===== config.mk =====
export PLATFORM = sky130hd
export DESIGN_NAME = seg_scan_ctrl_flat
export DESIGN_NICKNAME = d
export VERILOG_FILES = /design/src/rtl/seg_pkg.sv /design/src/rtl/seg_scan_ctrl_if.sv /design/src/rtl/hex_to_seg7.sv /design/src/rtl/seg_scan_ctrl.sv /design/src/flat_wrapper.sv
export SDC_FILE = /design/constraint.sdc
export NUM_CORES = 1
export LEC_CHECK = 0
export ABC_CLOCK_PERIOD_IN_PS = 4200
export CORE_ASPECT_RATIO = 1.75
export CORE_MARGIN = 1
export CORE_UTILIZATION = 40
export DETAILED_ROUTE_END_ITERATION = 12
export PLACE_DENSITY = 0.61
export SKIP_CTS_REPAIR_TIMING = 1
export SLEW_MARGIN = 10
export SYNTH_ARGS = -nofsm -noshare
export SYNTH_HDL_FRONTEND = slang
export SYNTH_SLANG_ARGS = --single-unit

===== constraint.sdc =====
create_clock -name clk_i -period 4.2 [get_ports clk_i]
set_clock_uncertainty 0.2 [all_clocks]
set_input_delay 1.26 -clock clk_i [delete_from_list [all_inputs] [get_ports clk_i]]
set_output_delay 1.26 -clock clk_i [all_outputs]
set_load 0.01 [all_outputs]

===== src/rtl/seg_pkg.sv =====
// Shared types and the hex-to-7-segment table for display blocks.
// Segment encoding is active-low {g,f,e,d,c,b,a}.
package seg_pkg;

   typedef logic [6:0] seg7_t;

   localparam seg7_t SEG_OFF = 7'h7F;

   typedef enum logic {
      ST_BLANK = 1'b0,
      ST_DRIVE = 1'b1
   } scan_state_t;

   // Active-low glyphs for 0-9, A, b, C, d, E, F.
   function automatic seg7_t seg_decode(input logic [3:0] hex);
      seg7_t s;
      case (hex)
         4'h0: s = 7'h40;
         4'h1: s = 7'h79;
         4'h2: s = 7'h24;
         4'h3: s = 7'h30;
         4'h4: s = 7'h19;
         4'h5: s = 7'h12;
         4'h6: s = 7'h02;
         4'h7: s = 7'h78;
         4'h8: s = 7'h00;
         4'h9: s = 7'h10;
         4'hA: s = 7'h08;
         4'hB: s = 7'h03;
         4'hC: s = 7'h46;
         4'hD: s = 7'h21;
         4'hE: s = 7'h06;
         default: s = 7'h0E;
      endcase
      return s;
   endfunction

endpackage


===== src/rtl/seg_scan_ctrl_if.sv =====
// Display bus between the hex display peripheral / board pins and the scanner.
//   number_i : 4 bits per digit, digit 0 in the low nibble
//   blank_i  : per-digit dark control
//   dp_i     : per-digit decimal point
//   an_o     : active-low anodes
//   seg_o    : active-low cathodes {g,f,e,d,c,b,a}
//   dp_o     : active-low decimal-point cathode
//   frame_o  : one-cycle pulse at scan wrap to digit 0
// master = source of the number word, slave = the scanner.
interface seg_scan_ctrl_if import seg_pkg::*; #(
   parameter int NUM_DIGITS = 4
) ();
   logic [4*NUM_DIGITS-1:0] number_i;
   logic [NUM_DIGITS-1:0]   blank_i;
   logic [NUM_DIGITS-1:0]   dp_i;
   logic [NUM_DIGITS-1:0]   an_o;
   seg7_t                   seg_o;
   logic                    dp_o;
   logic                    frame_o;

   modport master (output number_i, blank_i, dp_i,
                   input  an_o, seg_o, dp_o, frame_o);
   modport slave  (input  number_i, blank_i, dp_i,
                   output an_o, seg_o, dp_o, frame_o);
endinterface


===== src/rtl/hex_to_seg7.sv =====
// Combinational hex nibble to active-low 7-segment glyph.
//   hex : 4-bit value
//   seg : active-low {g,f,e,d,c,b,a}
module hex_to_seg7 import seg_pkg::*; (
   input  logic [3:0] hex,
   output seg7_t      seg
);
   assign seg = seg_decode(hex);
endmodule


===== src/rtl/seg_scan_ctrl.sv =====
// Time-multiplexed 7-segment scanner with per-slot dead time.
// Each slot is DIGIT_CYCLES long; the first BLANK_CYCLES keep all anodes off,
// then the current digit is snapshotted and held until the slot ends.
//   clk_i  : system clock
//   rst_ni : asynchronous active-low reset, forces pins dark
//   bus    : display bus (slave side), see seg_scan_ctrl_if
module seg_scan_ctrl import seg_pkg::*; #(
   parameter int NUM_DIGITS   = 4,
   parameter int DIGIT_CYCLES = 100000,
   parameter int BLANK_CYCLES = 1000
) (
   input  logic            clk_i,
   input  logic            rst_ni,
   seg_scan_ctrl_if.slave  bus
);
   localparam int CW = $clog2(DIGIT_CYCLES);
   localparam int IW = (NUM_DIGITS > 1) ? $clog2(NUM_DIGITS) : 1;
   localparam logic [CW-1:0] CNT_LAST   = CW'(DIGIT_CYCLES - 1);
   // Count value one edge before DRIVE entry; unused when there is no dead time.
   localparam logic [CW-1:0] BLANK_LAST = (BLANK_CYCLES > 0) ? CW'(BLANK_CYCLES - 1) : '0;

   logic [CW-1:0]         cnt;
   logic [IW-1:0]         idx, idx_nxt, sel;
   scan_state_t           state;
   logic                  last, load_drive, sel_blank, sel_dp;
   logic [3:0]            nib;
   seg7_t                 glyph;
   logic [NUM_DIGITS-1:0] an_q;
   seg7_t                 seg_q;
   logic                  dp_q, frame_q;

   always_comb begin
      last    = (cnt == CNT_LAST);
      idx_nxt = (idx == IW'(NUM_DIGITS - 1)) ? '0 : idx + 1'b1;
      // With zero dead time the wrap edge already loads the next digit.
      sel     = last ? idx_nxt : idx;
      nib       = bus.number_i[4*sel +: 4];
      sel_blank = bus.blank_i[sel];
      sel_dp    = bus.dp_i[sel];
      if (last)
         load_drive = (BLANK_CYCLES == 0);
      else
         load_drive = (BLANK_CYCLES > 0) && (cnt == BLANK_LAST) && (state == ST_BLANK);
   end

   hex_to_seg7 u_dec (.hex(nib), .seg(glyph));

   always_ff @(posedge clk_i or negedge rst_ni) begin
      if (!rst_ni) begin
         cnt     <= '0;
         idx     <= '0;
         state   <= ST_BLANK;
         an_q    <= '1;
         seg_q   <= SEG_OFF;
         dp_q    <= 1'b1;
         frame_q <= 1'b0;
      end else begin
         frame_q <= last && (idx == IW'(NUM_DIGITS - 1));
         cnt     <= last ? '0 : cnt + 1'b1;
         if (last) idx <= idx_nxt;
         if (load_drive) begin
            state <= ST_DRIVE;
            an_q  <= ~(NUM_DIGITS'(1) << sel);
            seg_q <= sel_blank ? SEG_OFF : glyph;
            dp_q  <= ~(sel_dp & ~sel_blank);
         end else if (last) begin
            state <= ST_BLANK;
            an_q  <= '1;
            seg_q <= SEG_OFF;
            dp_q  <= 1'b1;
         end
      end
   end

   assign bus.an_o    = an_q;
   assign bus.seg_o   = seg_q;
   assign bus.dp_o    = dp_q;
   assign bus.frame_o = frame_q;

endmodule


===== src/flat_wrapper.sv =====
// flat-port wrapper written by rule: the top's interface ports become plain ports
module seg_scan_ctrl_flat import seg_pkg::*;
#(
   parameter int NUM_DIGITS   = 4,
   parameter int DIGIT_CYCLES = 100000,
   parameter int BLANK_CYCLES = 1000
)
  (clk_i, rst_ni, bus_number_i, bus_blank_i, bus_dp_i, bus_an_o, bus_seg_o, bus_dp_o, bus_frame_o);
  seg_scan_ctrl_if #(.NUM_DIGITS(NUM_DIGITS)) bus_i ();
  input  logic clk_i;
  input  logic rst_ni;
  input wire logic [$bits(bus_i.number_i)-1:0] bus_number_i;
  input wire logic [$bits(bus_i.blank_i)-1:0] bus_blank_i;
  input wire logic [$bits(bus_i.dp_i)-1:0] bus_dp_i;
  output wire logic [$bits(bus_i.an_o)-1:0] bus_an_o;
  output wire logic [$bits(bus_i.seg_o)-1:0] bus_seg_o;
  output wire logic [$bits(bus_i.dp_o)-1:0] bus_dp_o;
  output wire logic [$bits(bus_i.frame_o)-1:0] bus_frame_o;
  assign bus_i.number_i = bus_number_i;
  assign bus_i.blank_i = bus_blank_i;
  assign bus_i.dp_i = bus_dp_i;
  assign bus_an_o = bus_i.an_o;
  assign bus_seg_o = bus_i.seg_o;
  assign bus_dp_o = bus_i.dp_o;
  assign bus_frame_o = bus_i.frame_o;
  seg_scan_ctrl #(.NUM_DIGITS(NUM_DIGITS), .DIGIT_CYCLES(DIGIT_CYCLES), .BLANK_CYCLES(BLANK_CYCLES)) u_core (.clk_i(clk_i), .rst_ni(rst_ni), .bus(bus_i));
endmodule

==> results of run 1 <==
-- synth_stat cells (all sizes together), types with 2 or more instances --
cell type  count
a21oi          8
a221oi         2
a31oi          7
and2           3
and3           4
and4           3
buf            5
clkbuf         3
dfrtp         21
dfstp         12
ha             8
inv            9
mux2           5
mux2i         15
nand2          8
nand2b         3
nand3         10
nand3b         4
nand4          3
nor2          19
nor2b          2
nor3           6
nor3b          2
nor4           2
o2111ai        2
o21a           2
o21ai          2
xnor2          8
xor2           9
-- how the worst min path moves through the flow --
stage,depth (start not counted),slack (ns),end,startpoint
final,1,0.29,u_core.cnt[0]$_DFF_PN0_,u_core.cnt[0]$_DFF_PN0_
after global routing,1,0.31,u_core.cnt[0]$_DFF_PN0_,u_core.cnt[0]$_DFF_PN0_
after CTS,1,0.29,u_core.cnt[0]$_DFF_PN0_,u_core.cnt[0]$_DFF_PN0_
after detailed placement,1,0.28,u_core.cnt[0]$_DFF_PN0_,u_core.cnt[0]$_DFF_PN0_
after global placement,1,0.27,u_core.cnt[0]$_DFF_PN0_,u_core.cnt[0]$_DFF_PN0_
after floorplan,1,0.25,u_core.cnt[0]$_DFF_PN0_,u_core.cnt[0]$_DFF_PN0_
-- state kept, by name, summed over array words and instances, names as in the netlist --
register	cells
u_core.bus.seg_o	7
u_core.bus.an_o	4
u_core.cnt	17
u_core.bus.dp_o	1
u_core.bus.frame_o	1
u_core.state	1
u_core.idx	2
-- through the flow --
| step | total power [mW] | cell area [µm²] | hold slack, ns | util, % | setup WS [ns] |
|---|---|---|---|---|---|
| 2_1_floorplan | 0.3544 | 2061 | 0.2549 | - | 1.055 |
| 3_3_place_gp | 0.3942 | 2489 | 0.2670 | 50.00 | 0.7626 |
| 3_5_place_dp | 0.3941 | 2489 | 0.2828 | 50.00 | 0.7370 |
| 4_1_cts | 0.6352 | 2575 | 0.2922 | 51.73 | 0.6606 |
| 5_1_grt | 0.6501 | 2575 | 0.3139 | 51.73 | 0.4501 |
| 6_report | 0.6270 | 2575 | 0.2854 | 51.73 | 0.6742 |
-- area by class of cell --
class / count / share of cell area, %
Clock buffer: 5 / 2.672
Clock inverter: 3 / 0.6803
Inverter: 9 / 1.701
Multi-Input combinational cell: 151 / 43.15
Sequential cell: 33 / 32.65
Tap cell: 54 / 2.624
Timing Repair Buffer: 44 / 16.52
-- kinds of logic (layout without fill, tap and decap cells) --
| group | count (synthesis) | after routing | synth area share [%] |
|---|---|---|---|
| simple gates | 74 | 74 | 19.67 |
| mux | 20 | 20 | 11.41 |
| compound gates | 32 | 32 | 10.75 |
| xor+xnor | 17 | 17 | 7.226 |
| fa+ha+maj | 8 | 8 | 4.858 |
| flops | 33 | 33 | 40.80 |
| buf+inv | 17 | 61 | 5.282 |
-- metal layers --
| metal | wire length (µm) | global-route usage [%] | vias to the layer above |
|---|---|---|---|
| met5 | 0 | 0 | - |
| met1 | 1735 | 19.49 | 755 |
| met3 | 133 | 2.139 | 9 |
| met4 | 120 | 9.381 | 0 |
| met2 | 2537 | 33.52 | 42 |
| li1 | - | - | 808 |
-- power by group --
part           switching (mW)  total, mW  internal [mW]
clock                   0.125      0.239          0.114
combinational          0.0310     0.0695         0.0385
sequential                  0      0.318          0.318
total                   0.156      0.627          0.471
==> run summary, run 1 <==
* finished clean — outcome
* 15.14 µm — routed len/inst
* 5.398 — routed vias/inst
* sky130_fd_sc_hd__dfrtp_1 26%, sky130_fd_sc_hd__dfstp_2 15%, sky130_fd_sc_hd__mux2i_1 5.8% — top cells by area, synth
* 0.29 ns — Skew-Pair Late Insertion Delay
* u_core.cnt[11]$_DFF_PN0_ — launch instance of the worst register-to-register path
* 12 — R2R cell count
* nor4_1, and4_4, mux2i_4, inv_8, mux2i_1, mux2_2, inv_1, ha_1, inv_1, mux2_2, o2111ai_1, o21a_1 — list of cells traversed by the critical path
* register — Critical Path Start Type
* register — kind of capture point of the worst setup path
* 0.7943 — global placement routability congestion
* reg -> reg — Worst Path Class, Setup
* 5454 µm² — total die area
* 3473 µm — sum of net half-perimeters after detailed placement
* 1695 — via count of the first global-routing pass
* 10.25 µm² — synthesized area per cell
* 56.26 µm — chip width
* 1111 µm² — multi-input combinational cell area
* 0 — Routed Antenna Nets
* u_core.cnt[11]$_DFF_PN0_ — launch point of the critical path
* multiplexers — cell class contributing the biggest share of worst-path delay
* 840.8 µm² — FF+latch area
* 12 — total stage count of the critical path
* sky130_fd_sc_hd__dfrtp_1 — dominant register cell in the synthesized netlist
* 19 — number of design-rule violations left by the first detailed-router iteration
* 5 — total clock buffers created by CTS
* reg -> reg — min-delay worst type
* 0.6459 ns — slew at the pin closest to its max-slew limit
* 100.0% — Synth async-reset ratio
* sky130_fd_sc_hd__clkbuf_8 — Root Buffer Master
* 0.0001891 V — maximum resistive drop on vdd
* 4.23 ns — Required @ worst endpoint
* 34 — Cell Rows
* 0.08 ns — clock transition at the registers of the reported paths
* 6 — number of iterations in the first detailed-routing pass
* 235 — number of nets produced by synthesis
* 1.083 nW — Leak Pwr
* 464 — Filler Cells Inserted
* 33 — flops & latches, synth
* 34 — pin count of the biggest net entering global routing
* 38 x sky130_fd_sc_hd__clkdlybuf4s50_1, 21 x sky130_fd_sc_hd__dfrtp_1, 19 x sky130_fd_sc_hd__nor2_1, 12 x sky130_fd_sc_hd__mux2i_1, 12 x sky130_fd_sc_hd__dfstp_2 — most frequent cells in the layout
* 2 — H-tree depth
* 3.526 ns — Final Critical Period
* 38 — buffers added on ports
* 0.46 ns — largest stage delay on the critical path
* 3 — CP Buf/Inv Count
* 54 — distinct cell type count after synthesis
* 4526 µm — Post-Route WL
* 0 ns — setup TNS
* yes — clock tree from TritonCTS
* 4977 µm² — Floorplan Core Area
* 2061 µm² — total standard cell area after synthesis
* 7700 µm — wire length of the first global-routing pass
* 299 — Layout Cells excl Fill
* 278 — number of nets in the final layout
* 18 — critical-path maximum fanout
* 39 — I/O pins
* 0 — Post-synth EDFFs
* 40.80% — sequential area share after synthesis
* sky130_fd_sc_hd__nor4_1 — slowest stage cell, crit path
* 243.5 nW/µm² — ratio of total power to cell area
* u_core.bus.seg_o[5]$_DFFE_PN1P_ — capture point of the worst path
* 291 — placed cell count
* 0.67 ns — reg-to-reg setup timing slack
* 0 — Max-cap violations
* 1614 — vias post-DR
* 18.13% — GRT Total Usage
* 201 — cell count after synthesis
* 0 — number of warning messages in the yosys log
* sky130_fd_sc_hd__clkdlybuf4s50_1 — most common cell after layout, fill and taps aside
* 3.56 ns — CP Data Arrival Time
* 0.2836 GHz — Max Clk Rate
* 96.95 µm — height of the chip
* 25.50% — top-area cell type share of the netlist area
* 41.40% — initial cell density of the core
* 0 — Final Max Tran Viols
* sky130_fd_sc_hd__dfrtp_1 — post-synthesis cell type with the largest combined area
* 0 — Hold Vio Cnt, Final
* 0 — overall overflow remaining after global route
* u_core.bus.seg_o[5]$_DFFE_PN1P_ — capture instance of the worst register-to-register path
* 33 — total number of clock tree sinks
* 83.95% — post-route fraction of the period consumed by the critical path
* 24.95% — area growth from synthesis to layout
* no — setup repair after global routing missed its margin
* 0 — final setup fails
* 0 — DRC violation count after routing
* 0 — ant diodes
* 15.51% — fraction of layout instances using a drive strength above 1
* 56.85% — Rel. slew slack
* 0 — initial antenna violation count
* 2 — CTS max path bufs
Note: power is estimated with default switching activity, not from simulation.
==> inputs of run 2 (changes only) <==
--- a/config.mk
+++ b/config.mk
@@ -5,12 +5,12 @@
 export SDC_FILE = /design/constraint.sdc
 export NUM_CORES = 1
 export LEC_CHECK = 0
-export ABC_CLOCK_PERIOD_IN_PS = 4200
+export ABC_CLOCK_PERIOD_IN_PS = 3050
 export CORE_ASPECT_RATIO = 1.75
 export CORE_MARGIN = 1
 export CORE_UTILIZATION = 40
 export DETAILED_ROUTE_END_ITERATION = 12
-export PLACE_DENSITY = 0.61
+export PLACE_DENSITY = 0.63
 export SKIP_CTS_REPAIR_TIMING = 1
 export SLEW_MARGIN = 10
 export SYNTH_ARGS = -nofsm -noshare
==> constraint.sdc (replaced) <==
create_clock -name clk_i -period 3.05 [get_ports clk_i]
set_clock_uncertainty 0.2 [all_clocks]
set_input_delay 0.915 -clock clk_i [delete_from_list [all_inputs] [get_ports clk_i]]
set_output_delay 0.915 -clock clk_i [all_outputs]
set_load 0.01 [all_outputs]
==> run 2 against run 1 <==
Against the previous run: clock power is 44% higher; critical path depth is the same; non-clock buffer count rose by 26; flip-flop and latch count stayed put.
==> run summary, run 2 (synthesized netlist as in run 1, its figures left out) <==
* 3795 µm — sum of net half-perimeters after detailed placement, was 3473 µm
* 207.2 µW — net switching power, was 155.9 µW
* 0 — Final Max Tran Viols, unchanged
* 0.38 ns — largest stage delay on the critical path, was 0.46 ns
* 680.4 µW — internal power, was 471.1 µW
* 1745 — vias post-DR, was 1614
* 41.40% — initial cell density of the core, unchanged
* 0.28 ns — Skew-Pair Late Insertion Delay, was 0.29 ns
* register — Critical Path Start Type, unchanged
* 2.987 ns — Final Critical Period, was 3.526 ns
* 0 — DRC violation count after routing, unchanged
* 4936 µm — Post-Route WL, was 4526 µm
* -0.05399 ns — pre-CTS WS, was 0.7370 ns
* 56.26 µm — chip width, unchanged
* u_core.cnt — Biggest register, unchanged
* 97.95% — post-route fraction of the period consumed by the critical path, was 83.95%
* 38 — buffers added on ports, unchanged
* multiplexers — cell class contributing the biggest share of worst-path delay, unchanged
* 38 x sky130_fd_sc_hd__clkdlybuf4s50_1, 31 x sky130_fd_sc_hd__buf_4, 21 x sky130_fd_sc_hd__dfrtp_1, 19 x sky130_fd_sc_hd__nor2_1 — most frequent cells in the layout, was 38 x sky130_fd_sc_hd__clkdlybuf4s50_1, 21 x sky130_fd_sc_hd__dfrtp_1, 19 x sky130_fd_sc_hd__nor2_1, 12 x sky130_fd_sc_hd__mux2i_1, 12 x sky130_fd_sc_hd__dfstp_2
* 34 — Cell Rows, unchanged
* 56.97% — Rel. slew slack, was 56.85%
* 430 — Filler Cells Inserted, was 464
* 96.95 µm — height of the chip, unchanged
* ha_2, and4_4, and4_4, mux2i_4, inv_8, mux2i_1, mux2_4, inv_4, ha_2, nor3_1, a211o_1, a21oi_1 — list of cells traversed by the critical path, was nor4_1, and4_4, mux2i_4, inv_8, mux2i_1, mux2_2, inv_1, ha_1, inv_1, mux2_2, o2111ai_1, o21a_1
* 2 — CTS max path bufs, unchanged
* 311.3 nW/µm² — ratio of total power to cell area, was 243.5 nW/µm²
* 0 — ant diodes, unchanged
* 9 — critical-path maximum fanout, was 18
* 38.9% — relative contribution of the clock network to total power, was 38.2%
* 0 — initial antenna violation count, unchanged
* 8107 µm — wire length of the first global-routing pass, was 7700 µm
* 3.06 ns — Required @ worst endpoint, was 4.23 ns
* 1826 — via count of the first global-routing pass, was 1695
* 4977 µm² — Floorplan Core Area, unchanged
* yes — setup repair after global routing missed its margin, was no
* 0 — Hold Vio Cnt, Final, unchanged
* 0 — overall overflow remaining after global route, unchanged
* 2 — CP Buf/Inv Count, was 3
* 1.240 nW — Leak Pwr, was 1.083 nW
* 2 — H-tree depth, unchanged
* 0 — Max-cap violations, unchanged
* 5.369 — routed vias/inst, was 5.398
* sky130_fd_sc_hd__clkbuf_8 — Root Buffer Master, unchanged
* 0.3347 GHz — Max Clk Rate, was 0.2836 GHz
* finished clean — outcome, unchanged
* 38.37% — area growth from synthesis to layout, was 24.95%
* 0.07 ns — clock transition at the registers of the reported paths, was 0.08 ns
* reg -> reg — min-delay worst type, unchanged
* sky130_fd_sc_hd__dfrtp_1 — slowest stage cell, crit path, was sky130_fd_sc_hd__nor4_1
* 26.94% — fraction of layout instances using a drive strength above 1, was 15.51%
* 5454 µm² — total die area, unchanged
* 0.0003260 V — maximum resistive drop on vdd, was 0.0001891 V
* 304 — number of nets in the final layout, was 278
* 0.8129 — global placement routability congestion, was 0.7943
* 5 — total clock buffers created by CTS, unchanged
* 0 ns — setup TNS, unchanged
* register — kind of capture point of the worst setup path, unchanged
* 33 — total number of clock tree sinks, unchanged
* 49.4% — register share of total power, was 50.7%
* 19.21% — GRT Total Usage, was 18.13%
* 0.6405 ns — slew at the pin closest to its max-slew limit, was 0.6459 ns
* 0 — Routed Antenna Nets, unchanged
* sky130_fd_sc_hd__clkdlybuf4s50_1 — most common cell after layout, fill and taps aside, unchanged
* 23.35% — switching part of the total, was 24.86%
* 104 — number of design-rule violations left by the first detailed-router iteration, was 19
* 11.7% — combinational share of power, was 11.1%
* 3.00 ns — CP Data Arrival Time, was 3.56 ns
* 39 — I/O pins, unchanged
* reg -> reg — Worst Path Class, Setup, unchanged
* 15.19 µm — routed len/inst, was 15.14 µm
* 4 — number of iterations in the first detailed-routing pass, was 6
* yes — clock tree from TritonCTS, unchanged
* 17 — Largest register FFs, unchanged
* 0 — final setup fails, unchanged
* 34 — pin count of the biggest net entering global routing, unchanged
* 0.06252 ns — Final Worst Setup Slack, was 0.6742 ns
-- run 2: cell count changes in the layout (fill, tap and decap cells not counted), sizes merged --
cell | before | now
clkinv | 2 | 0
clkbuf | 5 | 7
buf | 6 | 32
-- run 2: through the flow --
step,instance area (µm²),instances,hold WS [ns],util [%],total power [mW]
finish,2851,325,0.3064,57.29,0.8876
global route,2851,325,0.3331,57.29,0.9154
CTS,2768,320,0.2997,55.61,0.8911
detailed placement,2674,312,0.2851,53.72,0.5463
global placement,2674,312,0.2804,53.72,0.5459
floorplan,2076,201,0.2564,-,0.4893
-- run 2: routing by layer --
layer  part of all wire, %  track usage, %
met1                    37           18.76
met2                    59           38.64
met3                   2.3           2.807
met4                   1.5           6.942
met5                     0               0
-- run 2: worst paths after layout --
| check | from | endpoint | slack [ns] | depth (start not counted) |
|---|---|---|---|---|
| setup / recovery | u_core.cnt[1]$_DFF_PN0_ | u_core.bus.seg_o[0]$_DFFE_PN1P_ | 0.06 | 12 |
| hold / removal | u_core.bus.seg_o[4]$_DFFE_PN1P_ | u_core.bus.seg_o[4]$_DFFE_PN1P_ | 0.31 | 2 |
| setup reg to reg | u_core.cnt[1]$_DFF_PN0_ | u_core.bus.seg_o[0]$_DFFE_PN1P_ | 0.06 | 12 |
| hold reg to reg | u_core.bus.seg_o[4]$_DFFE_PN1P_ | u_core.bus.seg_o[4]$_DFFE_PN1P_ | 0.31 | 2 |
| max in group asynchronous | rst_ni | u_core.bus.seg_o[2]$_DFFE_PN1P_ | 1.48 | 2 |
| min in group asynchronous | rst_ni | u_core.bus.frame_o$_DFF_PN0_ | 0.83 | 2 |
-- run 2: power by group through the flow --
| stage | registers, mW | clock network [mW] | logic, mW |
|---|---|---|---|
| detailed placement | 0.446 | 0 | 0.100 |
| global route | 0.438 | 0.364 | 0.113 |
| floorplan | 0.446 | 0 | 0.0432 |
| finish | 0.438 | 0.345 | 0.104 |
| global placement | 0.446 | 0 | 0.100 |
| CTS | 0.438 | 0.352 | 0.101 |
-- run 2: worst register-to-register path, stage by stage, from the launching register on --
cell and delay (ns):
sky130_fd_sc_hd__dfrtp_1 0.38, sky130_fd_sc_hd__ha_2 0.19, sky130_fd_sc_hd__and4_4 0.21, sky130_fd_sc_hd__and4_4 0.27, sky130_fd_sc_hd__mux2i_4 0.32, sky130_fd_sc_hd__inv_8 0.07, sky130_fd_sc_hd__mux2i_1 0.12, sky130_fd_sc_hd__mux2_4 0.32
sky130_fd_sc_hd__inv_4 0.09, sky130_fd_sc_hd__ha_2 0.22, sky130_fd_sc_hd__nor3_1 0.08, sky130_fd_sc_hd__a211o_1 0.29, sky130_fd_sc_hd__a21oi_1 0.16
-- run 2: final cells by class --
| type | count | area, µm² | share of cell area (%) |
|---|---|---|---|
| clock buffer | 7 | 86.33 | 3.028 |
| clock inverter | 1 | 7.507 | 0.2633 |
| inverter | 9 | 48.80 | 1.711 |
| multi-input combinational | 151 | 1167 | 40.94 |
| sequential | 33 | 840.8 | 29.49 |
| tap | 54 | 67.56 | 2.369 |
| timing repair buffer | 70 | 633.1 | 22.20 |
==> inputs of run 3 (changes only) <==
--- a/config.mk
+++ b/config.mk
@@ -5,7 +5,7 @@
 export SDC_FILE = /design/constraint.sdc
 export NUM_CORES = 1
 export LEC_CHECK = 0
-export ABC_CLOCK_PERIOD_IN_PS = 3050
+export CAP_MARGIN = 15
 export CORE_ASPECT_RATIO = 1.75
 export CORE_MARGIN = 1
 export CORE_UTILIZATION = 40
==> results of run 3 <==
The final DEF is identical to that of run 2; final timing and power are the same.
